`src/rtl/ultra_pkg.sv`:
```
// ultra_pkg: shared types and constants for the ultrasonic ranging path
package ultra_pkg;
    typedef enum logic [1:0] {IDLE, RUN, FIN} div_state_t;
    localparam int CYCLES_PER_CM = 58;
endpackage

```
`src/rtl/div_step.sv`:
```
// div_step: one restoring radix-2 iteration (shift, trial subtract, select)
module div_step #(
    parameter int WIDTH = 16
) (
    input  logic [WIDTH-1:0] rem,
    input  logic [WIDTH-1:0] dvd,
    input  logic [WIDTH:0]   dsr,
    output logic [WIDTH-1:0] rem_nxt,
    output logic [WIDTH-1:0] dvd_nxt
);
    logic [WIDTH:0] sh;
    logic [WIDTH:0] diff;
    assign sh      = {rem, dvd[WIDTH-1]};
    assign diff    = sh - dsr;
    // rem < divisor keeps the shifted value below 2*divisor, so diff[WIDTH] is an exact sign bit
    assign rem_nxt = diff[WIDTH] ? sh[WIDTH-1:0] : diff[WIDTH-1:0];
    assign dvd_nxt = {dvd[WIDTH-2:0], ~diff[WIDTH]};
endmodule

```
`src/rtl/echo_divider.sv`:
```
// echo_divider: sequential unsigned divider turning echo width counts into distance units
module echo_divider
    import ultra_pkg::*;
#(
    parameter int WIDTH  = 16,
    parameter int DWIDTH = 8,
    parameter int ROUND  = 0
) (
    input  logic              clk,
    input  logic              reset,
    input  logic              start,
    input  logic [WIDTH-1:0]  count,
    input  logic [DWIDTH-1:0] divisor,
    output logic              busy,
    output logic              done,
    output logic [WIDTH-1:0]  quotient,
    output logic [WIDTH-1:0]  remainder,
    output logic              div_zero
);
    localparam int CW = (WIDTH > 1) ? $clog2(WIDTH) : 1;
    div_state_t       state;
    logic [WIDTH-1:0] dvd;
    logic [WIDTH-1:0] rem;
    logic [WIDTH:0]   dsr;
    logic [CW-1:0]    cnt;
    logic [WIDTH-1:0] rem_nxt;
    logic [WIDTH-1:0] dvd_nxt;
    logic [WIDTH-1:0] q_fin;
    logic             rnd;
    logic             load;
    div_step #(.WIDTH(WIDTH)) u_step (
        .rem     (rem),
        .dvd     (dvd),
        .dsr     (dsr),
        .rem_nxt (rem_nxt),
        .dvd_nxt (dvd_nxt)
    );
    assign load  = start && (state != RUN);
    assign rnd   = (ROUND != 0) && ({rem_nxt, 1'b0} >= dsr);
    assign q_fin = dvd_nxt + {{(WIDTH-1){1'b0}}, rnd};
    always_ff @(posedge clk) begin
        if (!reset) begin
            state     <= IDLE;
            busy      <= 1'b0;
            done      <= 1'b0;
            quotient  <= '0;
            remainder <= '0;
            div_zero  <= 1'b0;
            dvd       <= '0;
            rem       <= '0;
            dsr       <= '0;
            cnt       <= '0;
        end else begin
            done <= 1'b0;
            if (load) begin
                dvd <= count;
                dsr <= {{(WIDTH+1-DWIDTH){1'b0}}, divisor};
                rem <= '0;
                cnt <= CW'(WIDTH-1);
                if (divisor == '0) begin
                    state     <= FIN;
                    busy      <= 1'b0;
                    done      <= 1'b1;
                    quotient  <= '1;
                    remainder <= count;
                    div_zero  <= 1'b1;
                end else begin
                    state <= RUN;
                    busy  <= 1'b1;
                end
            end else if (state == RUN) begin
                dvd <= dvd_nxt;
                rem <= rem_nxt;
                cnt <= cnt - 1'b1;
                if (cnt == '0) begin
                    state     <= FIN;
                    busy      <= 1'b0;
                    done      <= 1'b1;
                    quotient  <= q_fin;
                    remainder <= rem_nxt;
                    div_zero  <= 1'b0;
                end
            end else if (state == FIN) begin
                state <= IDLE;
            end
        end
    end
endmodule

```
`config.mk`:
```
export PLATFORM = sky130hd
export DESIGN_NAME = echo_divider
export DESIGN_NICKNAME = d
export VERILOG_FILES = /design/src/rtl/ultra_pkg.sv /design/src/rtl/div_step.sv /design/src/rtl/echo_divider.sv
export SDC_FILE = /design/constraint.sdc
export NUM_CORES = 1
export LEC_CHECK = 0
export BUFFER_PORTS_ARGS = -buffer_cell sky130_fd_sc_hd__buf_2
export CAP_MARGIN = 20
export CORE_MARGIN = 2
export CORE_UTILIZATION = 45
export CTS_BUF_LIST = sky130_fd_sc_hd__clkbuf_4 sky130_fd_sc_hd__clkbuf_8
export DETAILED_ROUTE_END_ITERATION = 16
export PLACE_DENSITY = 0.75
export SLEW_MARGIN = 20
export SYNTH_ARGS = -nofsm -noshare
export SYNTH_HDL_FRONTEND = slang
export SYNTH_SLANG_ARGS = --single-unit
```
`constraint.sdc`:
```
create_clock -name clk -period 2.55 [get_ports clk]
set_input_delay 0.255 -clock clk [delete_from_list [all_inputs] [get_ports clk]]
set_output_delay 0.255 -clock clk [all_outputs]
set_load 0.01 [all_outputs]
```
======== Word-level counts from Yosys, hierarchy flattened ========
Index checks and enable logic that the tools add are counted.
word-level totals
  latch bits .............................. 0
  memories kept ........................... 0
  flip-flop bits (word level) ............. 81
  input port bits ......................... 27
  word-level logic and storage cells ...... 57
  ROM bits ................................ 0
  RAM bits ................................ 0
cells by class
  reduce and logical (&&, ||, !) cells .... 10
  shifts and indexed selects .............. 0
  magnitude comparators ................... 0
  eq/ne operators ......................... 5
  bitwise gates (word level) .............. 2
  add/subtract/negate cells ............... 2
  mux-type cells .......................... 28
  multipliers ............................. 0
  div/mod/pow operators ................... 0
operator list
  operator               number
  $mux W16               11
  $sub A17 B8 Y17        1
  $mux W1                10
  $mux W2                5
  $logic_not A8 Y1       1
  $mux W4                2
  $logic_not A4 Y1       1
  $ne A2 B1 Y1 const B   2
  $reduce_and A2 Y1      2
  $reduce_bool A2 Y1     2
  $sub A4 B1 Y4 const B  1
  $ne A3 B2 Y1 const B   1
  $reduce_and A3 Y1      1
  $reduce_bool A3 Y1     1
  $eq A2 B1 Y1 const B   1
  $eq A2 B2 Y1 const B   1
  $not A1 Y1             2
  $reduce_or A2 Y1       1
  $logic_and A1 B1 Y1    1

======== Longest topological paths before layout ========
Gate-level depths: netlist of run 1.
  depth in word-level cells ............... 5
  depth in mapped cells ................... 12
  depth with buffers taken out ............ 10

======== Hierarchy ========
From an unflattened synthesis of run 1, not the netlist that was laid out.
second synthesis, totals
  cell total of the unflattened synthesis .. 510
  area total of the unflattened synthesis .. 4574.4 µm²
modules (own cells, without submodules)
  module        instances  area each (µm²)  cells each  sequential area each (µm²)
  echo_divider  1          3301.9           350         1621.6
  div_step      1          1272.5           160         0.0

======== Worst setup path before layout of run 1 ========
Ideal clock, no wire load.
  path kind ............................... reg-to-reg
  from .................................... reg dvd[15]
  to ...................................... reg remainder[11]
  slack ................................... -0.126 ns
  library setup time ...................... 0.134 ns
  cell stages (with the launch flop) ...... 12
  path buffers ............................ 1
  arrival time ............................ 2.542 ns
  cells stage by stage .................... dfxtp_1 inv_1 ha_1 fa_1 nand2b_1 a211oi_1 o21a_1 buf_2 o22ai_4 nor4_2 xnor2_1 o22ai_1
between the ends
  longest elaborated chain between the ends .. 5
ends and longest elaborated chain
  item                    line                RTL
  from (decl)             echo_divider.sv:22  logic [WIDTH-1:0] dvd;
  from (signal assigned)  echo_divider.sv:56  dvd <= count;
  from (signal assigned)  echo_divider.sv:72  dvd <= dvd_nxt;
  $sub A17 B8 Y17         div_step.sv:14      assign diff = sh - dsr;
  $mux W16                div_step.sv:16      assign rem_nxt = diff[WIDTH] ? sh[WIDTH-1:0] : diff[WIDTH-1:0];
  $mux W16                echo_divider.sv:75  if (cnt == '0) begin
  $mux W16                echo_divider.sv:71  end else if (state == RUN) begin
  $mux W16                echo_divider.sv:55  if (load) begin
  to (signal assigned)    echo_divider.sv:65  remainder <= count;
  to (signal assigned)    echo_divider.sv:80  remainder <= rem_nxt;
  to (decl)               echo_divider.sv:17  output logic [WIDTH-1:0] remainder,
No other way between the ends. The select of a mux whose other input is x is not followed.
A chain may end at the register's enable or synchronous reset.

======== Final worst setup path of run 1 ========
  from .................................... reg dsr[7]
  to ...................................... reg rem[10]
between the ends
  longest elaborated chain between the ends .. 2
ends and longest elaborated chain
  item                    line                RTL
  from (decl)             echo_divider.sv:24  logic [WIDTH:0] dsr;
  from (signal assigned)  echo_divider.sv:57  dsr <= {{(WIDTH+1-DWIDTH){1'b0}}, divisor};
  $sub A17 B8 Y17         div_step.sv:14
  $mux W16                div_step.sv:16
  to (signal assigned)    echo_divider.sv:73  rem <= rem_nxt;
  to (decl)               echo_divider.sv:23  logic [WIDTH-1:0] rem;
No other way between the ends.

==> run summary, run 1 <==
vias in the first global route: 3436
Syn Area/Cell: 8.48 µm²
via count: 3724
Final Max Tran Viols: 0
Power Dens Cells: 759 mW/mm²
standby leakage power: 2.05 nW
CTS tree: done
ant diodes: 0
cells after synthesis: 455
max-cap viol count: 0
Data arrival, critical path: 2830 ps
Setup WS post-layout: -6.97 ps
Worst-Margin Slew: 762 ps
Reg2Reg Depth: 9
Place WS: -136 ps
Post-DRT Antenna Nets: 0
worst hold path cell count: 3
relative slew slack: 49.1%
Switching Share: 35.6%
Starting Density: 46.7%
unrepaired setup endpoints after global routing: yes
GRT overflow: 0
Int Power: 2.38 mW
post-synth net total: 492
Die Ht: 96.6 µm
endpoints failing setup: 1
Post-Syn Area: 0.00386 mm²
type of the worst setup path: flop to flop
clk slew on worst S/H paths: 90 ps
H-tree levels: 3
RR Startpoint: dsr[7]$_SDFFE_PN0P_
Data required, critical path: 2830 ps
crit share post-route: 100%
first-pass GRT wire length: 16900 µm
Final Wtd Congestion: 0.895
clk root buf: clkbuf_8
WL final: 10900 µm
Yosys top cell area share: 42.0%
Hold Path Sink: dsr[4]$_SDFFE_PN0P_
post-route DRC violation count: 0
sequential fraction of the synthesis area: 42.0%
failing checks: setup timing
dpl hpwl: 7350 µm
initial DRC count: 281
worst skew pair latency: 360 ps
Worst IR Drop VDD: 0.310 mV
hold path start: divisor[4]
final hold viol count: 0
DR pass1 iterations: 6
Placeable Area: 0.00826 mm²
total clock sinks: 81
combinational power share: 37.6%
Ys Warns: 0
Hold Path Class: primary input to flop
io pins: 62
CTS Buf Count: 9
wire per inst: 16.9 µm
largest net degree at the start of global routing: 35
P&R area growth vs syn: 26.2%
Hold WS: 147 ps
Yosys reg bits: 81
die area: 0.00933 mm²
Worst R2R End: rem[10]$_SDFFE_PP0P_
register share of total power: 39.4%
num rows: 33
Final min period: 2560 ps
antenna violations before repair: 0
internal reg-to-reg setup slack: -7 ps
share of layout cells above drive strength 1: 31.5%
port bufs: 61
Total Routing Usage GR: 21.9%
Achievable Freq: 391 MHz
NetSw: 1.31 mW
ranking of synthesized cells by area: dfxtp_1, a21oi_1, a211oi_1
hold buffers post-CTS: 0
maximum root-to-sink buffer count: 2
status: finished with violations
DR vias/cell: 5.81
Die Wd: 96.6 µm
Startpoint Class: flop
Setup Skew: 8.21 ps
worst-path maximum fanout: 3
Crit. End Element: flop
fin nets: 569
post-synthesis cell type count: 49
Clock Power Share: 23.0%
Yosys top cell by area: dfxtp_1
[power by group through the flow]
stage               Clock [mW]  Combinational (mW)  Sequential, mW
floorplan                    0               0.735            1.48
global placement             0                1.04            1.47
detailed placement           0                1.06            1.48
CTS                      0.856                1.16            1.45
global route             0.911                1.49            1.47
finish                   0.849                1.39            1.46
[stage by stage]
stage                     area (µm²)  TNS [ps]  util (%)  power [mW]  std cells
after floorplan                 3860         0         -        2.21        455
after global placement          4410      -509      53.4        2.51        619
after detailed placement        4410     -2230      53.4        2.54        619
after CTS                       4660         0      56.4        3.46        635
after global routing            4870      -606      59.0        3.87        641
final                           4870     -6.97      59.0        3.70        641
[Yosys cell counts (all sizes together)]
cell      n
dfxtp    81
and3     15
or2       1
a21oi    44
nor4      6
nand2b    5
or4       3
inv      12
clkinv    1
o221a    10
nor2     51
a2111oi   1
clkbuf   26
o21a      2
nand2    40
o21ai    10
nor4b     1
nor2b     6
ha        9
nor3     22
a21o      1
o211ai    2
and2      1
fa        1
buf       7
mux2i    17
a211oi   29
a21boi    1
xor2      4
o22ai    17
nand4     2
nand3     8
xnor2     8
o311ai    1
a31oi     3
o2111ai   1
a311oi    1
or3       4
o32ai     1
[cell type report]
class                      instances  area [µm²]
clock buffer                      10         138
clock inverter                     5        31.3
fill                             708        3390
inverter                          13        48.8
multi-input combinational        328        2270
sequential                        81        1620
tap                              105         131
timing repair buffer              99         624
[cells in the final DEF, fill, tap and decap left out, drive strengths merged, types with 11 or more instances in the layout]
cell type and instances:
nor2 51, a211oi 29, mux2i 17, o22ai 17, dfxtp 81, nand2 40, and3 15, buf 98
inv 13, a21oi 44, nor3 22, clkbuf 11
[per-layer routing]
metal | GRT usage [%] | vias up | wire length (µm)
li1 | - | 1792 | -
met1 | 30.5 | 1773 | 4870
met2 | 33.4 | 132 | 5100
met3 | 3.97 | 27 | 616
met4 | 9.10 | 0 | 273
met5 | 0 | - | 0
[registers in the layout, summed over array words and instances (netlist names)]
signal,flops
rem,16
quotient,16
div_zero,1
busy,1
done,1
remainder,16
state,2
dvd,16
cnt,4
dsr,8
[critical path: stages (launching register included)]
cell	delay, ps
dfxtp_2	350
inv_2	50
ha_4	150
or4_4	420
or4_4	480
xnor2_2	150
or3_4	390
nor3_4	170
xnor2_2	100
a211oi_2	220
[logic make-up (layout without fill, tap and decap cells)]
group	count (synthesis)	count (layout)	share of synthesized area (%)
xor+xnor	12	12	2.72
buf+inv	46	127	4.57
fa+ha+maj	10	10	3.44
mux	17	17	4.41
compound gates	124	124	21.7
flops	81	81	42.0
simple gates	165	165	21.1
[what timing repair did]
action,CTS,global route
gates cloned,0,1
setup endpoints to repair,32,32
setup buffers,1,5
pin swaps,4,20
gates resized for setup,16,32
[how the worst max path moves through the flow]
| stage | startpoint | to | slack [ps] | cells past startpoint |
|---|---|---|---|---|
| finish | dsr[7]$_SDFFE_PN0P_ | rem[10]$_SDFFE_PP0P_ | -7 | 9 |
| global route | dsr[7]$_SDFFE_PN0P_ | rem[10]$_SDFFE_PP0P_ | -100 | 9 |
| CTS | dsr[7]$_SDFFE_PN0P_ | rem[10]$_SDFFE_PP0P_ | 7 | 9 |
| detailed placement | dvd[15]$_SDFFE_PN0N_ | remainder[6]$_SDFFE_PN0P_ | -140 | 10 |
| global placement | dvd[15]$_SDFFE_PN0N_ | remainder[6]$_SDFFE_PN0P_ | -90 | 10 |
| floorplan | dvd[15]$_SDFFE_PN0N_ | remainder[11]$_SDFFE_PN0P_ | 20 | 11 |
(Power assumes the default switching activity.)
==> run 2: changes to the inputs <==
--- a/config.mk
+++ b/config.mk
@@ -10,9 +10,11 @@
 export CORE_MARGIN = 2
 export CORE_UTILIZATION = 45
 export CTS_BUF_LIST = sky130_fd_sc_hd__clkbuf_4 sky130_fd_sc_hd__clkbuf_8
+export CTS_CLUSTER_DIAMETER = 120
 export DETAILED_ROUTE_END_ITERATION = 16
-export PLACE_DENSITY = 0.75
+export PLACE_DENSITY = 0.72
 export SLEW_MARGIN = 20
 export SYNTH_ARGS = -nofsm -noshare
 export SYNTH_HDL_FRONTEND = slang
+export SYNTH_HIERARCHICAL = 1
 export SYNTH_SLANG_ARGS = --single-unit
==> constraint.sdc (replaced) <==
create_clock -name clk -period 2.93 [get_ports clk]
set_input_delay 0.293 -clock clk [delete_from_list [all_inputs] [get_ports clk]]
set_output_delay 0.293 -clock clk [all_outputs]
set_load 0.01 [all_outputs]
==> run 2 against run 1 <==
  * The flow now finishes without violations
  * Worst hold slack gained 42 ps
  * Clock power is 5.3% lower
  * Combinational power shrank 46%
  * First-iteration DRC count is 31% lower
  * Sequential share of layout area down 2.1 points
  * Sequential power fell by 15%
  * Total power is 25% lower
  * Largest power group unchanged
  * Maximum frequency down 8.8%
==> run summary, run 2 <==
clk slew on worst S/H paths: 90 ps (about the same)
first-pass GRT wire length: 18400 µm (was 16900 µm)
H-tree levels: 3 (unchanged)
via count: 3881 (was 3724)
register area: 0.00162 mm² (about the same)
type of the worst setup path: flop to flop (unchanged)
maximum root-to-sink buffer count: 2 (unchanged)
Data arrival, critical path: 3020 ps (was 2830 ps)
EDFF count, synth: 0 (unchanged)
post-route DRC violation count: 0 (unchanged)
final hold viol count: 0 (unchanged)
dpl hpwl: 7790 µm (was 7350 µm)
initial DRC count: 194 (was 281)
io pins: 62 (unchanged)
hold buffers post-CTS: 0 (unchanged)
Setup Skew: 12.5 ps (was 8.21 ps)
Yosys reg bits: 81 (unchanged)
share of layout cells above drive strength 1: 25.0% (was 31.5%)
Syn Area/Cell: 8.97 µm² (was 8.48 µm²)
GRT overflow: 0 (unchanged)
Starting Density: 46.6% (was 46.7%)
Total Routing Usage GR: 20.4% (was 21.9%)
placed cell areas: 0.00489 mm² (was 0.00441 mm²)
Worst IR Drop VDD: 0.304 mV (was 0.310 mV)
WL final: 11100 µm (was 10900 µm)
Placeable Area: 0.00982 mm² (was 0.00826 mm²)
total clock sinks: 81 (unchanged)
Setup TNS Final: 0 ps (was -6.97 ps)
port bufs: 61 (unchanged)
Crit path max-delay family: compound AO/OA/AOI/OAI gates (was simple AND/OR/NAND/NOR gates)
relative slew slack: 55.8% (was 49.1%)
DR vias/cell: 5.58 (was 5.81)
Post-Syn Area: 0.00457 mm² (was 0.00386 mm²)
Achievable Freq: 357 MHz (was 391 MHz)
multi-input logic area: 0.00261 mm² (was 0.00227 mm²)
crit share post-route: 95.7% (was 100%)
P&R area growth vs syn: 13.5% (was 26.2%)
most common library cells after synthesis: dfxtp_1, nand2_1, a21oi_1, mux2i_1, inv_1 (was dfxtp_1, nor2_1, a21oi_1, nand2_1, a211oi_1)
largest net degree at the start of global routing: 63 (was 35)
antenna violations before repair: 0 (unchanged)
DR pass1 iterations: 4 (was 6)
Top FF cell, synth: dfxtp_1 (unchanged)
Die Ht: 105 µm (was 96.6 µm)
num rows: 36 (was 33)
Post-DRT Antenna Nets: 0 (unchanged)
commonest non-fill, non-tap cell in the layout: dfxtp_1 (unchanged)
max-cap viol count: 0 (unchanged)
Yosys top cell by area: dfxtp_1 (unchanged)
standby leakage power: 2.41 nW (was 2.05 nW)
Data required, critical path: 3150 ps (was 2830 ps)
Worst-Margin Slew: 663 ps (was 762 ps)
most frequent cells in the layout: dfxtp_1, nand2_1, buf_2, a21oi_1, mux2i_1 (was dfxtp_1, buf_2, nor2_1, nand2_1, a21oi_1)
Power Dens Cells: 537 mW/mm² (was 759 mW/mm²)
Final Wtd Congestion: 0.862 (was 0.895)
CP max stage delay: 360 ps (was 480 ps)
ranking of synthesized cells by area: dfxtp_1, mux2i_1, nand2_1 (was dfxtp_1, a21oi_1, a211oi_1)
Hold Path Class: primary input to flop (unchanged)
status: finished clean (was finished with violations)
sequential fraction of the synthesis area: 35.4% (was 42.0%)
critical path's slowest cell: fa_2 (was or4_4)
clk root buf: clkbuf_8 (unchanged)
worst-path maximum fanout: 7 (was 3)
wire per inst: 16.0 µm (was 16.9 µm)
Bufs and invs on worst path: 3 (was 1)
Die Wd: 105 µm (was 96.6 µm)
worst skew pair latency: 350 ps (was 360 ps)
vias in the first global route: 3818 (was 3436)
endpoints failing setup: 0 (was 1)
ant diodes: 0 (unchanged)
CTS tree: done (unchanged)
Ys Warns: 6 (was 0)
CTS Buf Count: 9 (unchanged)
fillers: 944 (was 708)
PnR Total Power: 2.79 mW (was 3.70 mW)
Final min period: 2810 ps (was 2560 ps)
Yosys top cell area share: 35.4% (was 42.0%)
Finished Cell Area: 0.00519 mm² (was 0.00487 mm²)
Setup WS post-layout: 125 ps (was -6.97 ps)
Synth async-reset ratio: 0% (unchanged)
die area: 0.0110 mm² (was 0.00933 mm²)
critical path cell sequence: inv_2, ha_4, fa_2, nor2b_4, o2111ai_4, nand3b_4, a22oi_2, o41ai_2, xnor2_2, buf_6, buf_12, mux2_2, mux2i_1, a21oi_1 (was inv_2, ha_4, or4_4, or4_4, xnor2_2, or3_4, nor3_4, xnor2_2, a211oi_2)
fin nets: 603 (was 569)
Startpoint Class: flop (unchanged)
most common cell in the netlist: dfxtp_1 (unchanged)
Final Max Tran Viols: 0 (unchanged)
post-synthesis cell type count: 62 (was 49)
Crit. End Element: flop (unchanged)
Place WS: -99.5 ps (was -136 ps)
cells after synthesis: 510 (was 455)
run 2: changes by cell type after synthesis, moves of 18 or more:
cell	previous run	this run
nand2_1	40	77
nor2_1	51	15
a211oi_1	28	2
o31ai_1	0	21
mux2i_1	17	35
run 2: layer usage:
layer / part of all wire (%) / global-route usage, %
met4: 1.3 / 5.81
met1: 46 / 27.4
met5: 0 / 0
met3: 5.6 / 4.49
met2: 47 / 33.0
run 2: layout make-up:
type | instances | share of cell area (%)
multi-input combinational | 360 | 50.2
sequential | 81 | 31.3
timing repair buffer | 82 | 9.81
tap | 133 | 3.21
clock buffer | 12 | 3.18
inverter | 24 | 1.74
clock inverter | 4 | 0.627
run 2: worst reg2reg max path: cells and delay by family, from the launching register on:
family / cells / cell delay (ps)
AOI/OAI and AO/OA: 4 / 580
adders and majority gates: 2 / 510
muxes: 2 / 470
DFF: 1 / 340
buffers and inverters: 3 / 320
and+or+nand+nor: 2 / 270
xor gates and xnor gates: 1 / 170
run 2: worst paths after layout:
check / start / endpoint / slack, ps / depth (start not counted)
worst min-delay path: divisor[7] / dsr[7]$_SDFFE_PN0P_ / 190 / 3
worst max register to register: dvd[15]$_SDFFE_PN0N_ / remainder[4]$_SDFFE_PN0P_ / 120 / 14
worst min register to register: dsr[7]$_SDFFE_PN0P_ / dsr[7]$_SDFFE_PN0P_ / 470 / 2
worst max-delay path: dvd[15]$_SDFFE_PN0N_ / remainder[4]$_SDFFE_PN0P_ / 120 / 14
run 2: metrics by stage:
stage                     hold slack, ps  util (%)  std cells
after floorplan                      438         -        518
after global placement               456      49.8        675
after detailed placement             459      49.8        675
after CTS                            181      51.9        692
after global routing                 190      52.9        696
final                                189      52.9        696
run 2: kinds of logic after synthesis:
group	share of synthesized area (%)
mux	11.7
fa+ha+maj	5.09
other cells	0.0820
xor+xnor	2.65
flops	35.4
compound gates	23.4
buf+inv	9.19
simple gates	12.4
run 2: power breakdown:
group	switching, mW	internal (mW)
Clock	0.420	0.384
Sequential	0.0573	1.18
Combinational	0.394	0.351
run 2: what timing repair did:
action / 4_1_cts / 5_1_grt
pin swaps: 2 / 0
gates resized for setup: 1 / 9
endpoints found under the setup margin: 30 / 21
cloned: 0 / 1
setup buffers: 1 / 3
hold endpoints to repair: 0 / 0
